## config.mk

```make
export PLATFORM = sky130hd
export DESIGN_NAME = serial_adder
export DESIGN_NICKNAME = d
export VERILOG_FILES = /design/src/rtl/adder_pkg.sv /design/src/rtl/fa_cell.sv /design/src/rtl/serial_adder.sv
export SDC_FILE = /design/constraint.sdc
export NUM_CORES = 1
export LEC_CHECK = 0
export ABC_CLOCK_PERIOD_IN_PS = 1800
export CAP_MARGIN = 30
export CORE_ASPECT_RATIO = 0.7
export CORE_MARGIN = 4
export CORE_UTILIZATION = 25
export CTS_CLUSTER_DIAMETER = 150
export DETAILED_ROUTE_END_ITERATION = 7
export SETUP_SLACK_MARGIN = 0.2
export SYNTH_ARGS = -nofsm -noshare
export SYNTH_HDL_FRONTEND = slang
export SYNTH_SLANG_ARGS = --single-unit
```

## constraint.sdc

```tcl
create_clock -name clk -period 1.8 [get_ports clk]
set_input_delay 0.36 -clock clk [delete_from_list [all_inputs] [get_ports clk]]
set_output_delay 0.36 -clock clk [all_outputs]
set_load 0.02 [all_outputs]
```

## src/rtl/adder_pkg.sv

```systemverilog
// Shared definitions for the bit-serial adder: FSM state encoding and default width.
package adder_pkg;

    typedef enum logic [1:0] {
        IDLE = 2'd0,
        RUN  = 2'd1,
        DONE = 2'd2
    } state_t;

    localparam int DEFAULT_WIDTH = 8;

endpackage

```

## src/rtl/fa_cell.sv

```systemverilog
// Purely combinational 1-bit full adder used as the serial adder's datapath cell.
module fa_cell (
    input  logic a,
    input  logic b,
    input  logic c_in,
    output logic sum,
    output logic c_out
);

    assign sum   = a ^ b ^ c_in;
    assign c_out = (a & b) | (c_in & (a ^ b));

endmodule

```

## src/rtl/serial_adder.sv

```systemverilog
// Bit-serial adder: one full-adder cell processes one operand bit per clock,
// LSB first, producing a registered WIDTH-bit sum and carry-out.
module serial_adder
    import adder_pkg::*;
#(
    parameter int WIDTH = DEFAULT_WIDTH
) (
    input  logic             clk,
    input  logic             rst_n,
    input  logic             start,
    input  logic [WIDTH-1:0] a,
    input  logic [WIDTH-1:0] b,
    input  logic             c_in,
    output logic             busy,
    output logic             done,
    output logic [WIDTH-1:0] sum,
    output logic             c_out
);

    localparam int CW = $clog2(WIDTH + 1);
    localparam logic [CW-1:0] LAST_BIT = CW'(WIDTH - 1);

    state_t           state_reg;
    logic [CW-1:0]    cnt_reg;
    logic [WIDTH-1:0] a_reg;
    logic [WIDTH-1:0] b_reg;
    logic [WIDTH-1:0] psum_reg;
    logic             carry_reg;

    logic             cell_sum;
    logic             cell_carry;
    logic [WIDTH-1:0] psum_next;

    fa_cell u_fa_cell (
        .a     (a_reg[0]),
        .b     (b_reg[0]),
        .c_in  (carry_reg),
        .sum   (cell_sum),
        .c_out (cell_carry)
    );

    // New sum bit enters at the MSB; the cast also covers WIDTH == 1.
    assign psum_next = WIDTH'({cell_sum, psum_reg} >> 1);

    always_ff @(posedge clk or negedge rst_n) begin
        if (!rst_n) begin
            state_reg <= IDLE;
            cnt_reg   <= '0;
            a_reg     <= '0;
            b_reg     <= '0;
            psum_reg  <= '0;
            carry_reg <= 1'b0;
            busy      <= 1'b0;
            done      <= 1'b0;
            sum       <= '0;
            c_out     <= 1'b0;
        end else begin
            case (state_reg)
                IDLE: begin
                    if (start) begin
                        a_reg     <= a;
                        b_reg     <= b;
                        carry_reg <= c_in;
                        psum_reg  <= '0;
                        cnt_reg   <= '0;
                        busy      <= 1'b1;
                        state_reg <= RUN;
                    end
                end
                RUN: begin
                    a_reg     <= a_reg >> 1;
                    b_reg     <= b_reg >> 1;
                    psum_reg  <= psum_next;
                    carry_reg <= cell_carry;
                    cnt_reg   <= cnt_reg + CW'(1);
                    // Last bit: publish result on the same edge it is computed.
                    if (cnt_reg == LAST_BIT) begin
                        sum       <= psum_next;
                        c_out     <= cell_carry;
                        busy      <= 1'b0;
                        done      <= 1'b1;
                        state_reg <= DONE;
                    end
                end
                DONE: begin
                    done      <= 1'b0;
                    state_reg <= IDLE;
                end
                default: begin
                    busy      <= 1'b0;
                    done      <= 1'b0;
                    state_reg <= IDLE;
                end
            endcase
        end
    end

endmodule

```

==> results of run 1 <==
[logic make-up after synthesis]
kind of cell	Yosys count	synth area share
DFF	41	0.550
buffers and inverters	15	0.0476
and+or+nand+nor	27	0.0892
adders and majority gates	2	0.0174
AOI/OAI and AO/OA	64	0.214
muxes	11	0.0818
[through the flow]
stage                     hold slack (ns)  cells
after floorplan                    0.0644    160
after global placement              0.458    284
after detailed placement            0.462    284
after CTS                           0.133    292
after global routing                0.150    293
final                               0.116    293
[repair_timing]
| action | CTS | global route |
|---|---|---|
| gates cloned | 0 | 1 |
| resized for setup | 11 | 0 |
| endpoints found under the setup margin | 11 | 1 |
[worst max path at each step]
stage | slack (ns) | to | cells after the start | startpoint
2_1_floorplan | 0.31 | c_out | 5 | cnt_reg[0]
3_5_place_dp | 0.12 | b_reg[1] | 5 | start
4_1_cts | 0.28 | sum[1] | 4 | cnt_reg[0]
5_1_grt | 0.24 | sum[1] | 4 | cnt_reg[1]
3_3_place_gp | 0.21 | a_reg[6] | 5 | start
6_report | 0.28 | sum[4] | 4 | cnt_reg[0]
[placed cells by master (no fill, tap or decap)]
cell type        Yosys  routed
and2_4               1       1
a21o_2               1       1
o21bai_1             1       1
and2b_1              3       3
and2_2               0       1
clkinvlp_4           0       1
a22o_1               8       8
ha_1                 1       1
dlygate4sd2_1        0      11
buf_2                4       1
a32o_1               1       1
o21ai_1              3       3
nor2b_1             15      15
fa_1                 1       1
clkinv_4             0       1
nand2_1              4       4
a21oi_1             18      18
buf_12               1       1
a22oi_1             15      15
o21ai_0             17      17
clkbuf_8             0       5
clkdlybuf4s50_1      0      18
mux2_4               8       8
mux2i_1              1       1
bufinv_16            0       1
nor2_1               1       1
buf_4                1       7
mux2_2               2       2
inv_1                3       3
dfrtp_1             41      41
nand3_1              1       1
and3b_2              1       1
nor3b_1              1       1
[critical path: stages, from the launching register on]
cell,delay [ns]
dfrtp_1,0.41
ha_1,0.23
and3b_2,0.24
and2_2,0.24
mux2_4,0.31
[cell type report]
class / count / area [um2] / share of cell area
flip-flops and latches: 41 / 1030 / 0.430
repair buffers: 38 / 354 / 0.148
well taps: 98 / 123 / 0.0514
clock inverters: 3 / 46.3 / 0.0194
multi-input cells: 105 / 758 / 0.318
clock buffers: 5 / 68.8 / 0.0288
inverters: 3 / 11.3 / 0.00472
[power by group through the flow]
stage / Sequential [W] / Combinational (W) / Clock [W]
finish: 0.00149 / 0.00125 / 0.000750
global route: 0.00154 / 0.00139 / 0.000827
CTS: 0.00149 / 0.00127 / 0.000778
detailed placement: 0.00151 / 0.00134 / 0
global placement: 0.00151 / 0.00130 / 0
floorplan: 0.00157 / 0.000790 / 0
[per-layer routing]
| layer | track usage | vias up | part of all wire |
|---|---|---|---|
| met3 | 0.0369 | 0 | 0.049 |
| met2 | 0.141 | 25 | 0.44 |
| met1 | 0.135 | 648 | 0.51 |
| met5 | 0 | - | 0 |
| met4 | 0.0292 | 0 | 0 |
| li1 | - | 645 | - |
==> results.cfg, run 1 <==
[run_status]
status = finished, final reports clean

[logic_synthesis]
synth-edff-count = 0
synth_flop_cell = dfrtp_1
yosysUniqueCellTypes = 29
netlist_area_um2 = 1870
yosysTopAreaCell = dfrtp_1
synth_top_cells_by_count = 41 x dfrtp_1, 18 x a21oi_1, 17 x o21ai_0, 15 x a22oi_1, 15 x nor2b_1
yosysTopAreaCellShare = 0.550
netlist_instances = 160
synth_fp_nets = 182
ys_seq_area_frac = 0.550
synth_area_per_cell_um2 = 11.7
synth.most_common_cell = dfrtp_1
yosys_warnings = 0
synth_area_leaders = dfrtp_1 55%, mux2_4 6.4%, a22oi_1 6.0%
synth-async-reset-ratio = 1.00
synth_seq_cells = 41

[layout]
drive_gt1_frac = 0.159
final_nets = 216
syn2layout_area_growth_pct = 28.0
antennaDiodeCount = 0
final_util = 0.328
final_cell_area_um2 = 2390
n_fill_cell = 759

[clock_network]
holdBufCountCts = 0
h-tree-depth = 2
cts_made_buffers = 5
clock-sinks = 41
cts.path.max_buffers = 2
post_cts_buffers = 0
clk_pin_slew_ns = 0.08
cts_root_buf = clkbuf_8
clock_latency_ns = 0.29
cts_tree = built

[grt]
grt_pass1_wl_um = 6850
antenna_found_initial = 0
grt_overflow = 0
grt_util_all_layers = 0.0975
grt_pass1_vias = 1352
grt_max_degree = 42

[timing]
period_minus_slack_ns = 1.52
setup_viol = 0
worstMarginPinSlew_ns = 0.521
setup_tns_ns = 0
finClkSkew_ns = 0.00700
rsz0062_at_grt = false
finalHoldViolations = 0
max_freq_ghz = 0.657
max_slew_margin = 0.652
min_period_over_period = 0.846
fin_ws_ns = 0.277
drv_slew = 0

[pwr]
power_density_nw_per_um2 = 1460
p_leak_nw = 1.06
intPower_w = 0.00231
clkPwrFrac = 0.215
combinationalPowerShare = 0.359
peakVddDrop_uv = 549
switching_share = 0.339
finalPower_w = 0.00349
p_seq_frac = 0.426
power.net_switching_w = 0.00118

[place]
place_congestion = 0.725
portBuffers = 30
hpwlAfterDp_um = 2700
dpl_cell_area_um2 = 2280
place_worst_setup_slack_ns = 0.115

[route]
viasPerCell = 4.50
wl_per_cell_um = 13.9
first_pass_iters = 4
drt-initial-drc-count = 75
drc = 0
wirelength_um = 4060
ant_nets = 0
vias = 1318

[floorplanning]
fp.dieW_um = 111
initial_core_util = 0.256
rows = 26
dieArea_um2 = 8930
chipHeight_um = 80.3
core_um2 = 7290
io_pins = 31

[worst_setup_path]
path_max_fanout = 5
rr_worst_depth = 4
endpoint_kind = flop
setup.worst_path.start_class = flop
r2r-start = cnt_reg[0]
critical_path_class = reg -> reg
regToRegSetupSlack_ns = 0.28
r2r-end = sum[4]
critPathRequiredTime_ns = 1.99
cp.arrival_ns = 1.71

[worst_hold_path]
hp-class = in -> async

[run]
cap_viol_max_count = 0
(Power assumes the default switching activity.)
==> run 2: changes to the inputs <==
--- a/config.mk
+++ b/config.mk
@@ -5,7 +5,7 @@
 export SDC_FILE = /design/constraint.sdc
 export NUM_CORES = 1
 export LEC_CHECK = 0
-export ABC_CLOCK_PERIOD_IN_PS = 1800
+export ABC_CLOCK_PERIOD_IN_PS = 1500
 export CAP_MARGIN = 30
 export CORE_ASPECT_RATIO = 0.7
 export CORE_MARGIN = 4
==> constraint.sdc (replaced) <==
create_clock -name clk -period 1.5 [get_ports clk]
set_input_delay 0.3 -clock clk [delete_from_list [all_inputs] [get_ports clk]]
set_output_delay 0.3 -clock clk [all_outputs]
set_load 0.02 [all_outputs]
==> results.cfg, run 2 (same netlist as run 1, synthesis figures left out) <==
[route]
ant_nets = 0
drc = 0
vias = 1397
wirelength_um = 4390
viasPerCell = 4.64
drt-initial-drc-count = 95
wl_per_cell_um = 14.6
first_pass_iters = 4

[floorplanning]
dieArea_um2 = 8930
initial_core_util = 0.256
rows = 26
io_pins = 31
fp.dieW_um = 111
core_um2 = 7290
chipHeight_um = 80.3

[place]
dpl_cell_area_um2 = 2340
portBuffers = 30
hpwlAfterDp_um = 2950
place_congestion = 0.819

[timing]
min_period_over_period = 0.948
period_minus_slack_ns = 1.42
max_slew_margin = 0.753
worstMarginPinSlew_ns = 0.371
finClkSkew_ns = 0.00932
finalHoldViolations = 0
setup_viol = 0
max_freq_ghz = 0.704
rsz0062_at_grt = true
drv_slew = 0

[clock_network]
clk_pin_slew_ns = 0.08
cts_tree = built
cts.path.max_buffers = 2
clock_latency_ns = 0.30
cts_made_buffers = 5
h-tree-depth = 2
cts_root_buf = clkbuf_8
clock-sinks = 41

[layout]
final_cell_mix = 41 x dfrtp_1, 18 x a21oi_1, 18 x clkdlybuf4s50_1
final_common_cell = dfrtp_1
final_nets = 224
syn2layout_area_growth_pct = 33.7
multi_input_area_um2 = 773
final_util = 0.342
final_cell_area_um2 = 2490
antennaDiodeCount = 0
drive_gt1_frac = 0.256
n_fill_cell = 748
final-seq-area_um2 = 1030

[grt]
grt_util_all_layers = 0.0996
antenna_found_initial = 0
grt_max_degree = 25
grt_overflow = 0
grt_pass1_wl_um = 7010
grt_pass1_vias = 1356

[worst_setup_path]
critPathRequiredTime_ns = 1.68
setup.worst_path.start_class = flop
cp.arrival_ns = 1.60
r2r-start = cnt_reg[0]
rr_worst_depth = 4
critical_path_class = reg -> reg
path_max_fanout = 5
r2r-end = sum[0]
regToRegSetupSlack_ns = 0.08
endpoint_kind = flop

[pwr]
power_density_nw_per_um2 = 1820
p_leak_nw = 1.11
peakVddDrop_uv = 535

[run_status]
status = finished, final reports clean

[worst_hold_path]
hp-class = in -> async

[run]
cap_viol_max_count = 0
[run 2: cell type report]
cell class                      count  share of cell area
Sequential cell                    41               0.411
Clock buffer                        5              0.0276
Timing Repair Buffer               46               0.170
Multi-Input combinational cell    105               0.310
Inverter                            3             0.00452
Clock inverter                      3              0.0276
Tap cell                           98              0.0492
[run 2: critical path, stage by stage, from the launching register on]
cell and delay (ns):
dfrtp_1 0.36, ha_2 0.19, and3b_2 0.22, and2_4 0.22, mux2_4 0.31
[run 2: worst max path at each step]
stage / start / to / slack, ns / depth (start not counted)
final: cnt_reg[0] / sum[0] / 0.08 / 4
after global routing: cnt_reg[0] / sum[0] / 0.04 / 4
after CTS: cnt_reg[0] / sum[1] / 0.06 / 4
after detailed placement: start / b_reg[1] / -0.09 / 5
after global placement: start / a_reg[3] / -0.03 / 5
after floorplan: cnt_reg[1] / c_out / 0.06 / 5
[run 2: per-layer routing]
metal  wire, um  vias up  GRT usage
met3        246        5     0.0384
met1       2160      703      0.140
met4         27        0     0.0219
li1           -      662          -
met5          0        -          0
met2       1960       27      0.145
[run 2: where the power goes]
part,leakage [nW],switching (W),internal [W]
Sequential,0.533,0.000303,0.00150
Clock,0.0687,0.000409,0.000670
Combinational,0.504,0.000788,0.000879
[run 2: metrics by stage]
stage | power (W) | hold slack, ns | setup WS, ns | cells | TNS, ns
floorplan | 0.00284 | 0.00441 | 0.0583 | 160 | 0
global placement | 0.00347 | 0.234 | -0.0332 | 289 | -0.127
detailed placement | 0.00350 | 0.237 | -0.0883 | 289 | -0.931
CTS | 0.00457 | 0.455 | 0.0551 | 299 | 0
global route | 0.00483 | 0.486 | 0.0359 | 301 | 0
finish | 0.00455 | 0.440 | 0.0787 | 301 | 0
[run 2: timing repair]
item                                    4_1_cts  5_1_grt
cloned                                        1        0
hold endpoints to repair                     14        0
pin swaps                                     0        1
hold buffers                                  1        0
endpoints found under the setup margin       21       42
buffers inserted                              0        2
resized for setup                            23       17
